**config.mk**
```make
export PLATFORM = sky130hd
export DESIGN_NAME = codec_init_seq
export DESIGN_NICKNAME = d
export VERILOG_FILES = /design/src/rtl/codec_init_pkg.sv /design/src/rtl/codec_init_rom.sv /design/src/rtl/codec_init_seq.sv
export SDC_FILE = /design/constraint.sdc
export NUM_CORES = 1
export LEC_CHECK = 0
export CAP_MARGIN = 20
export CORE_ASPECT_RATIO = 1.25
export CORE_MARGIN = 2
export CORE_UTILIZATION = 60
export DETAILED_ROUTE_END_ITERATION = 10
export GPL_TIMING_DRIVEN = 0
export HOLD_SLACK_MARGIN = 0.06
export PLACE_DENSITY_LB_ADDON = 0.1
export SLEW_MARGIN = 20
export SYNTH_ARGS = -nofsm -noshare
export SYNTH_HDL_FRONTEND = slang
export SYNTH_SLANG_ARGS = --single-unit
```
**constraint.sdc**
```tcl
create_clock -name clk -period 6.6 [get_ports clk]
set_input_delay 1.98 -clock clk [delete_from_list [all_inputs] [get_ports clk]]
set_output_delay 1.98 -clock clk [all_outputs]
set_load 0.02 [all_outputs]
```
**src/rtl/codec_init_pkg.sv**
```systemverilog
// Shared types and constants for the codec boot-time configuration sequencer.
package codec_init_pkg;

  localparam int ENTRY_W = 16;
  localparam int REG_W   = 8;
  localparam int DATA_W  = 8;

  localparam logic [ENTRY_W-1:0] CMD_END          = 16'hFFFF;
  localparam logic [REG_W-1:0]   CMD_DELAY_REG    = 8'hFF;
  localparam logic [6:0]         DEFAULT_DEV_ADDR = 7'h18;

  typedef enum logic [3:0] {
    ST_IDLE,
    ST_LOAD,
    ST_FETCH,
    ST_SETUP,
    ST_STROBE_HI,
    ST_STROBE_LO,
    ST_WAIT_BUSY,
    ST_WAIT_IDLE,
    ST_GAP,
    ST_DELAY,
    ST_NEXT,
    ST_DONE,
    ST_ERROR
  } codec_state_e;

  // Byte idx of a transaction: 0 = address/RW, 1 = register, 2 = data.
  function automatic logic [7:0] pick_byte(input logic [6:0] addr, input logic rd,
                                           input logic [ENTRY_W-1:0] entry,
                                           input logic [1:0] idx);
    logic [7:0] b;
    case (idx)
      2'd0:    b = {addr, rd};
      2'd1:    b = entry[15:8];
      default: b = entry[7:0];
    endcase
    return b;
  endfunction

endpackage

```
**src/rtl/codec_init_rom.sv**
```systemverilog
// Command table ROM: synchronous read with one cycle of latency.
// Contents come from the CMD_TABLE parameter (entry i at bits [16*i +: 16]).
module codec_init_rom
  import codec_init_pkg::*;
#(
  parameter int                          NUM_CMDS  = 32,
  parameter int                          IDX_W     = 5,
  parameter logic [NUM_CMDS*ENTRY_W-1:0] CMD_TABLE = {NUM_CMDS{CMD_END}}
) (
  input  logic               clk,
  input  logic [IDX_W-1:0]   addr,
  output logic [ENTRY_W-1:0] data
);

  logic [ENTRY_W-1:0] mem [NUM_CMDS];

  for (genvar i = 0; i < NUM_CMDS; i++) begin : g_mem
    assign mem[i] = CMD_TABLE[i*ENTRY_W +: ENTRY_W];
  end

  always_ff @(posedge clk) begin
    data <= mem[addr];
  end

endmodule

```
**src/rtl/codec_init_seq.sv**
```systemverilog
// Walks the codec command table and feeds each write byte-by-byte to the I2C master.
// Define CODEC_INIT_READBACK_EN to verify every register write with a read-back.
module codec_init_seq
  import codec_init_pkg::*;
#(
  parameter int                          NUM_CMDS      = 32,
  parameter logic [6:0]                  DEV_ADDR      = DEFAULT_DEV_ADDR,
  parameter int                          STROBE_CYCLES = 4,
  parameter int                          BUSY_TIMEOUT  = 1024,
  parameter int                          DELAY_UNIT    = 12000,
  parameter int                          GAP_CYCLES    = 64,
  parameter logic [NUM_CMDS*ENTRY_W-1:0] CMD_TABLE     = {NUM_CMDS{CMD_END}},
  localparam int                         IDX_W         = (NUM_CMDS > 1) ? $clog2(NUM_CMDS) : 1
) (
  input  logic             clk,
  input  logic             reset,
  input  logic             start,
  output logic [7:0]       i2c_din,
  output logic             i2c_copy_enable,
  input  logic             i2c_busy,
  input  logic [7:0]       i2c_dout,
  output logic             active,
  output logic             done,
  output logic             error,
  output logic [IDX_W-1:0] cmd_index,
  output codec_state_e     dbg_state
);

  localparam logic [IDX_W-1:0] LAST_IDX = IDX_W'(NUM_CMDS - 1);

  // Handshake: i2c_din is stable from SETUP until the end of STROBE_LO; the master
  // latches it on the falling edge of i2c_copy_enable and raises i2c_busy while the
  // bus transaction runs; a transaction is finished once i2c_busy returns low.
  codec_state_e       state, state_n;
  logic [31:0]        cnt, cnt_n;
  logic [1:0]         byte_cnt, byte_n;
  logic [IDX_W-1:0]   idx_n;
  logic [7:0]         din_q, din_n;
  logic [ENTRY_W-1:0] rom_data;
  logic [REG_W-1:0]   entry_reg;
  logic [DATA_W-1:0]  entry_data;
  logic [31:0]        delay_cycles;
  logic [1:0]         last_byte;
  logic               rd_phase;

  codec_init_rom #(
    .NUM_CMDS  (NUM_CMDS),
    .IDX_W     (IDX_W),
    .CMD_TABLE (CMD_TABLE)
  ) u_rom (
    .clk  (clk),
    .addr (cmd_index),
    .data (rom_data)
  );

  assign entry_reg    = rom_data[15:8];
  assign entry_data   = rom_data[7:0];
  assign delay_cycles = 32'(entry_data) * 32'(DELAY_UNIT);
  // A verify read is two bytes (address+R, register); a write is three.
  assign last_byte    = rd_phase ? 2'd1 : 2'd2;

`ifdef CODEC_INIT_READBACK_EN
  logic rd_n;
  always_ff @(posedge clk) begin
    if (reset) rd_phase <= 1'b0;
    else       rd_phase <= rd_n;
  end
`else
  logic unused_dout;
  assign rd_phase    = 1'b0;
  assign unused_dout = ^i2c_dout;
`endif

  always_ff @(posedge clk) begin
    if (reset) begin
      state     <= ST_IDLE;
      cnt       <= '0;
      byte_cnt  <= '0;
      cmd_index <= '0;
      din_q     <= '0;
    end else begin
      state     <= state_n;
      cnt       <= cnt_n;
      byte_cnt  <= byte_n;
      cmd_index <= idx_n;
      din_q     <= din_n;
    end
  end

  always_comb begin
    state_n = state;
    cnt_n   = cnt;
    byte_n  = byte_cnt;
    idx_n   = cmd_index;
    din_n   = din_q;
`ifdef CODEC_INIT_READBACK_EN
    rd_n    = rd_phase;
`endif
    case (state)
      ST_IDLE, ST_DONE, ST_ERROR: begin
        if (start) begin
          state_n = ST_LOAD;
          idx_n   = '0;
        end
      end
      ST_LOAD: state_n = ST_FETCH;
      ST_FETCH: begin
`ifdef CODEC_INIT_READBACK_EN
        rd_n = 1'b0;
`endif
        if (rom_data == CMD_END) begin
          state_n = ST_DONE;
        end else if (entry_reg == CMD_DELAY_REG) begin
          if (entry_data == '0) begin
            state_n = ST_NEXT;
          end else begin
            state_n = ST_DELAY;
            cnt_n   = delay_cycles - 32'd1;
          end
        end else begin
          state_n = ST_SETUP;
          byte_n  = 2'd0;
          cnt_n   = 32'd1;
          din_n   = pick_byte(DEV_ADDR, 1'b0, rom_data, 2'd0);
        end
      end
      ST_SETUP: begin
        if (cnt == '0) begin
          state_n = ST_STROBE_HI;
          cnt_n   = 32'(STROBE_CYCLES - 1);
        end else begin
          cnt_n = cnt - 32'd1;
        end
      end
      ST_STROBE_HI: begin
        if (cnt == '0) begin
          state_n = ST_STROBE_LO;
          cnt_n   = 32'(STROBE_CYCLES - 1);
        end else begin
          cnt_n = cnt - 32'd1;
        end
      end
      ST_STROBE_LO: begin
        if (cnt != '0) begin
          cnt_n = cnt - 32'd1;
        end else if (byte_cnt == last_byte) begin
          state_n = ST_WAIT_BUSY;
          cnt_n   = 32'(BUSY_TIMEOUT - 1);
        end else begin
          state_n = ST_SETUP;
          byte_n  = byte_cnt + 2'd1;
          cnt_n   = 32'd1;
          din_n   = pick_byte(DEV_ADDR, rd_phase, rom_data, byte_cnt + 2'd1);
        end
      end
      ST_WAIT_BUSY: begin
        if (i2c_busy) begin
          state_n = ST_WAIT_IDLE;
        end else if (cnt == '0) begin
          state_n = ST_ERROR;
        end else begin
          cnt_n = cnt - 32'd1;
        end
      end
      ST_WAIT_IDLE: begin
        if (!i2c_busy) begin
          state_n = ST_GAP;
          cnt_n   = 32'(GAP_CYCLES - 1);
`ifdef CODEC_INIT_READBACK_EN
          if (rd_phase && (i2c_dout != entry_data)) state_n = ST_ERROR;
`endif
        end
      end
      ST_GAP: begin
        if (cnt != '0) begin
          cnt_n = cnt - 32'd1;
        end else begin
          state_n = ST_NEXT;
`ifdef CODEC_INIT_READBACK_EN
          // The write just finished: issue the verify read of the same register.
          if (!rd_phase) begin
            state_n = ST_SETUP;
            rd_n    = 1'b1;
            byte_n  = 2'd0;
            cnt_n   = 32'd1;
            din_n   = pick_byte(DEV_ADDR, 1'b1, rom_data, 2'd0);
          end
`endif
        end
      end
      ST_DELAY: begin
        if (cnt == '0) state_n = ST_NEXT;
        else           cnt_n   = cnt - 32'd1;
      end
      ST_NEXT: begin
        // Running off the end of the table finishes with the last index held.
        if (cmd_index == LAST_IDX) begin
          state_n = ST_DONE;
        end else begin
          state_n = ST_LOAD;
          idx_n   = cmd_index + 1'b1;
        end
      end
      default: state_n = ST_IDLE;
    endcase
  end

  assign i2c_din         = din_q;
  assign i2c_copy_enable = (state == ST_STROBE_HI);
  assign done            = (state == ST_DONE);
  assign error           = (state == ST_ERROR);
  assign active          = !(state inside {ST_IDLE, ST_DONE, ST_ERROR});
  assign dbg_state       = state;

endmodule

```
==> flow_results.xml <==
<?xml version="1.0" encoding="UTF-8"?>
<metrics>
  <group name="floorplan">
    <metric name="design.portCount" unit="">33</metric>
    <metric name="core.rowCount" unit="">27</metric>
    <metric name="die_x" unit="um">65.0</metric>
    <metric name="fp.dieH" unit="um">80.2</metric>
    <metric name="core_area" unit="sq um">4430</metric>
    <metric name="die-area" unit="sq um">5210</metric>
    <metric name="starting_density" unit="%">63.0</metric>
  </group>
  <group name="clock_network">
    <metric name="maximum_clock_path_buffer_count" unit="">2</metric>
    <metric name="cts.sink_count" unit="">45</metric>
    <metric name="cts_made_buffers" unit="">5</metric>
    <metric name="clock_latency" unit="ns">0.31</metric>
    <metric name="hold_buffers" unit="">0</metric>
    <metric name="cts_resized" unit="">0</metric>
    <metric name="h-tree-depth" unit="">2</metric>
    <metric name="cts.clk_slew.worst_paths" unit="ns">0.09</metric>
    <metric name="post-cts-setup-buffer-count" unit="">0</metric>
    <metric name="cts_tree" unit="">yes</metric>
    <metric name="clock-root-buffer" unit="">clkbuf_8</metric>
  </group>
  <group name="min_path">
    <metric name="whs_path_depth" unit="">2</metric>
    <metric name="hold_path_class" unit="">reg2reg</metric>
    <metric name="holdPathEnd" unit="">byte_cnt[1]</metric>
    <metric name="hold_start" unit="">byte_cnt[1]</metric>
  </group>
  <group name="power_and_ir_drop">
    <metric name="cellInternalPower" unit="uW">869</metric>
    <metric name="leakage" unit="uW">0.00125</metric>
    <metric name="p_switching" unit="uW">917</metric>
    <metric name="power.share.switching" unit="%">51.4</metric>
    <metric name="sequential_group_share_of_total_power" unit="%">24.5</metric>
    <metric name="combinationalPowerShare" unit="%">66.1</metric>
    <metric name="p_clk_share" unit="%">9.3</metric>
    <metric name="max-vdd-ir-drop" unit="V">0.000450</metric>
    <metric name="p_per_area" unit="nW/um^2">563</metric>
    <metric name="p_total" unit="uW">1790</metric>
  </group>
  <group name="route">
    <metric name="drt_first_iter_violations" unit="">219</metric>
    <metric name="post_drt_wl_per_cell" unit="um">14.6</metric>
    <metric name="drt.antenna.violating_nets" unit="">0</metric>
    <metric name="vias_post_dr" unit="">2601</metric>
    <metric name="vias_per_cell" unit="">5.97</metric>
    <metric name="detail_route.drc_violations" unit="">0</metric>
    <metric name="firstDrtPassIters" unit="">4</metric>
    <metric name="wl" unit="um">6360</metric>
  </group>
  <group name="timing">
    <metric name="finalWorstPathRequiredPeriod" unit="ns">4.26</metric>
    <metric name="timing.final.crit_share" unit="%">64.5</metric>
    <metric name="finalSetupTns" unit="ns">0</metric>
    <metric name="max_clock_freq" unit="GHz">0.235</metric>
    <metric name="setup_repair_after_global_routing_missed_its_margin" unit="">no</metric>
    <metric name="finalSetupViolCount" unit="">0</metric>
    <metric name="hold_viol_final" unit="">0</metric>
    <metric name="slew_viol_final" unit="">0</metric>
    <metric name="hold-worst-slack" unit="ns">0.485</metric>
    <metric name="worst_slew_pin_slew" unit="ns">0.704</metric>
    <metric name="finClkSkew" unit="ns">0.0122</metric>
    <metric name="slew-limit-headroom" unit="%">53.0</metric>
  </group>
  <group name="logic_synthesis">
    <metric name="synth_async_sr_flop_share" unit="%">0</metric>
    <metric name="netlist.area_leader.share" unit="%">32.3</metric>
    <metric name="synth_nets" unit="">364</metric>
    <metric name="ys_top_cells_by_area" unit="">dfxtp_1 (32%), nor2_1 (5.7%), a21oi_1 (3.8%)</metric>
    <metric name="synthDominantAreaCellType" unit="">dfxtp_1</metric>
    <metric name="synth-edff-count" unit="">0</metric>
    <metric name="seq_area_frac_synth" unit="%">32.3</metric>
    <metric name="synthTopCellsByCount" unit="">dfxtp_1 (45), nor2_1 (42), nand2_1 (24), a21oi_1 (21), o21ai_0 (20)</metric>
    <metric name="synth_top_flop_cell" unit="">dfxtp_1</metric>
    <metric name="post_synth_inst_count" unit="">347</metric>
    <metric name="synth.most_common_cell" unit="">dfxtp_1</metric>
    <metric name="post_synth.cell_area_avg" unit="sq um">8.04</metric>
    <metric name="ys_warn_count" unit="">0</metric>
    <metric name="synth_cell_type_count" unit="">63</metric>
    <metric name="netlist_area" unit="sq um">2790</metric>
    <metric name="synth_seq_cells" unit="">45</metric>
  </group>
  <group name="setup_path">
    <metric name="critPathMaxStageDelay" unit="ns">0.53</metric>
    <metric name="critPathRequiredTime" unit="ns">4.62</metric>
    <metric name="worst_reg2reg_endpoint" unit="">cnt[17]</metric>
    <metric name="cp_cell_sequence" unit="">clkbuf_1, clkbuf_1, nand2_1, o22ai_1, inv_1, clkdlybuf4s50_1</metric>
    <metric name="crit_type" unit="">reg2out</metric>
    <metric name="worstSetupStartpointType" unit="">register</metric>
    <metric name="regToRegStartpoint" unit="">cnt[0]</metric>
    <metric name="dominant_delay_contributor_by_cell_family_on_the_critical_path" unit="">buffers and inverters</metric>
    <metric name="crit_fanout" unit="">10</metric>
    <metric name="worst_path_max_delay_cell" unit="">clkdlybuf4s50_1</metric>
    <metric name="path_buf_inv" unit="">4</metric>
    <metric name="timing.critical_path.arrival" unit="ns">2.28</metric>
    <metric name="crit_top_cell" unit="">clkbuf_1</metric>
    <metric name="reg2regPathDepth" unit="">9</metric>
    <metric name="timing.critical_path.to_type" unit="">output pin</metric>
    <metric name="timing.reg2reg.setup_slack" unit="ns">4.05</metric>
  </group>
  <group name="placed_design">
    <metric name="routabilityCongestion" unit="">0.853</metric>
    <metric name="dp_hpwl" unit="um">4690</metric>
    <metric name="placement.io_buffers" unit="">23</metric>
  </group>
  <group name="grt">
    <metric name="largest_net_degree_at_the_start_of_global_routing" unit="">14</metric>
    <metric name="grt_util_all_layers" unit="%">26.3</metric>
    <metric name="grt_antenna_before_repair" unit="">0</metric>
    <metric name="grt_first_pass_wirelength" unit="um">10800</metric>
    <metric name="grt_remaining_overflow" unit="">0</metric>
    <metric name="first_global_vias" unit="">2430</metric>
  </group>
  <group name="job">
    <metric name="timing.max_cap.violations" unit="">0</metric>
  </group>
  <group name="finish">
    <metric name="nets" unit="">394</metric>
    <metric name="area.growth.synth_to_final" unit="%">13.8</metric>
    <metric name="count_of_fill_cells_added_during_filler_insertion" unit="">370</metric>
    <metric name="antenna-diode-count" unit="">0</metric>
    <metric name="drive_above_1_share" unit="%">11.6</metric>
  </group>
  <group name="status">
    <metric name="outcome" unit="">completed</metric>
  </group>
</metrics>
how the worst max path moves through the flow:
stage | from | to | slack [ns] | cells after the start
after CTS | dbg_state[1] | active | 2.36 | 6
after detailed placement | i2c_busy | cnt[19] | 2.35 | 8
after global placement | i2c_busy | cnt[19] | 2.36 | 8
final | dbg_state[1] | active | 2.34 | 6
after global routing | dbg_state[1] | active | 2.16 | 6
after floorplan | dbg_state[0] | error | 3.23 | 3
per-stage QoR:
stage          instances  cell area (sq um)  util (%)  worst slack (ns)
3_3_place_gp         428               3090      69.9              2.36
3_5_place_dp         428               3090      69.9              2.35
6_report             436               3170      71.7              2.34
4_1_cts              436               3170      71.7              2.36
5_1_grt              436               3170      71.7              2.16
2_1_floorplan        347               2790         -              3.23
flip-flops by register name, summed over array words and instances (netlist names):
| signal | cells |
|---|---|
| byte_cnt | 2 |
| cmd_index | 5 |
| cnt | 32 |
| dbg_state | 4 |
| i2c_din | 2 |
metal layers:
metal | GRT usage, % | up-vias | wire length (um)
met4 | 9.79 | 0 | 96
met1 | 30.5 | 1207 | 2790
met2 | 47.6 | 63 | 3220
li1 | - | 1321 | -
met3 | 4.76 | 10 | 244
met5 | 0 | - | 0
worst register-to-register path, cell delays in order (launching register included):
cell	delay [ns]
dfxtp_1	0.34
inv_1	0.10
ha_1	0.19
nor3b_2	0.50
nand4_4	0.20
nor3_4	0.28
buf_6	0.20
nor3_1	0.12
buf_2	0.26
a22o_1	0.23
power by group through the flow:
stage               Sequential, uW  Clock [uW]  Combinational, uW
floorplan                      438           0                910
global placement               439           0               1140
detailed placement             442           0               1160
CTS                            437         171               1170
global route                   451         182               1300
finish                         438         167               1180
final cells by class:
class                   instances  area (sq um)  share of cell area (%)
plain buffers                  24           134                    4.22
clock buffers                   6          72.6                    2.29
clock inverters                 2          10.0                   0.315
inverters                      14          52.6                    1.66
multi-input cells             264          1700                    53.6
flip-flops and latches         45           901                    28.4
well taps                      58          72.6                    2.29
repair buffers                 23           230                    7.25
cells by family (layout without fill, tap and decap cells):
logic type | after synthesis | after routing | share of synthesized area (%)
AOI/OAI and AO/OA | 95 | 95 | 23.2
and+or+nand+nor | 149 | 149 | 30.8
muxes | 3 | 3 | 1.08
DFF | 45 | 45 | 32.3
buffers and inverters | 38 | 69 | 6.68
adders and majority gates | 5 | 5 | 2.24
xor gates and xnor gates | 12 | 12 | 3.77
placed cells by master, fill, tap and decap left out, types with 6 or more instances in the layout:
cell,instances
or3_1,6
nor3_1,18
a21oi_1,21
nand2b_1,7
buf_2,8
nand2_1,24
nor4_1,8
o21ai_0,20
nand3_1,7
nor2_1,42
xnor2_1,11
clkdlybuf4s50_1,23
a21o_1,7
dfxtp_1,45
buf_4,7
inv_1,14
a31oi_1,8
clkbuf_1,9
Power figures use the tool's default switching activity.
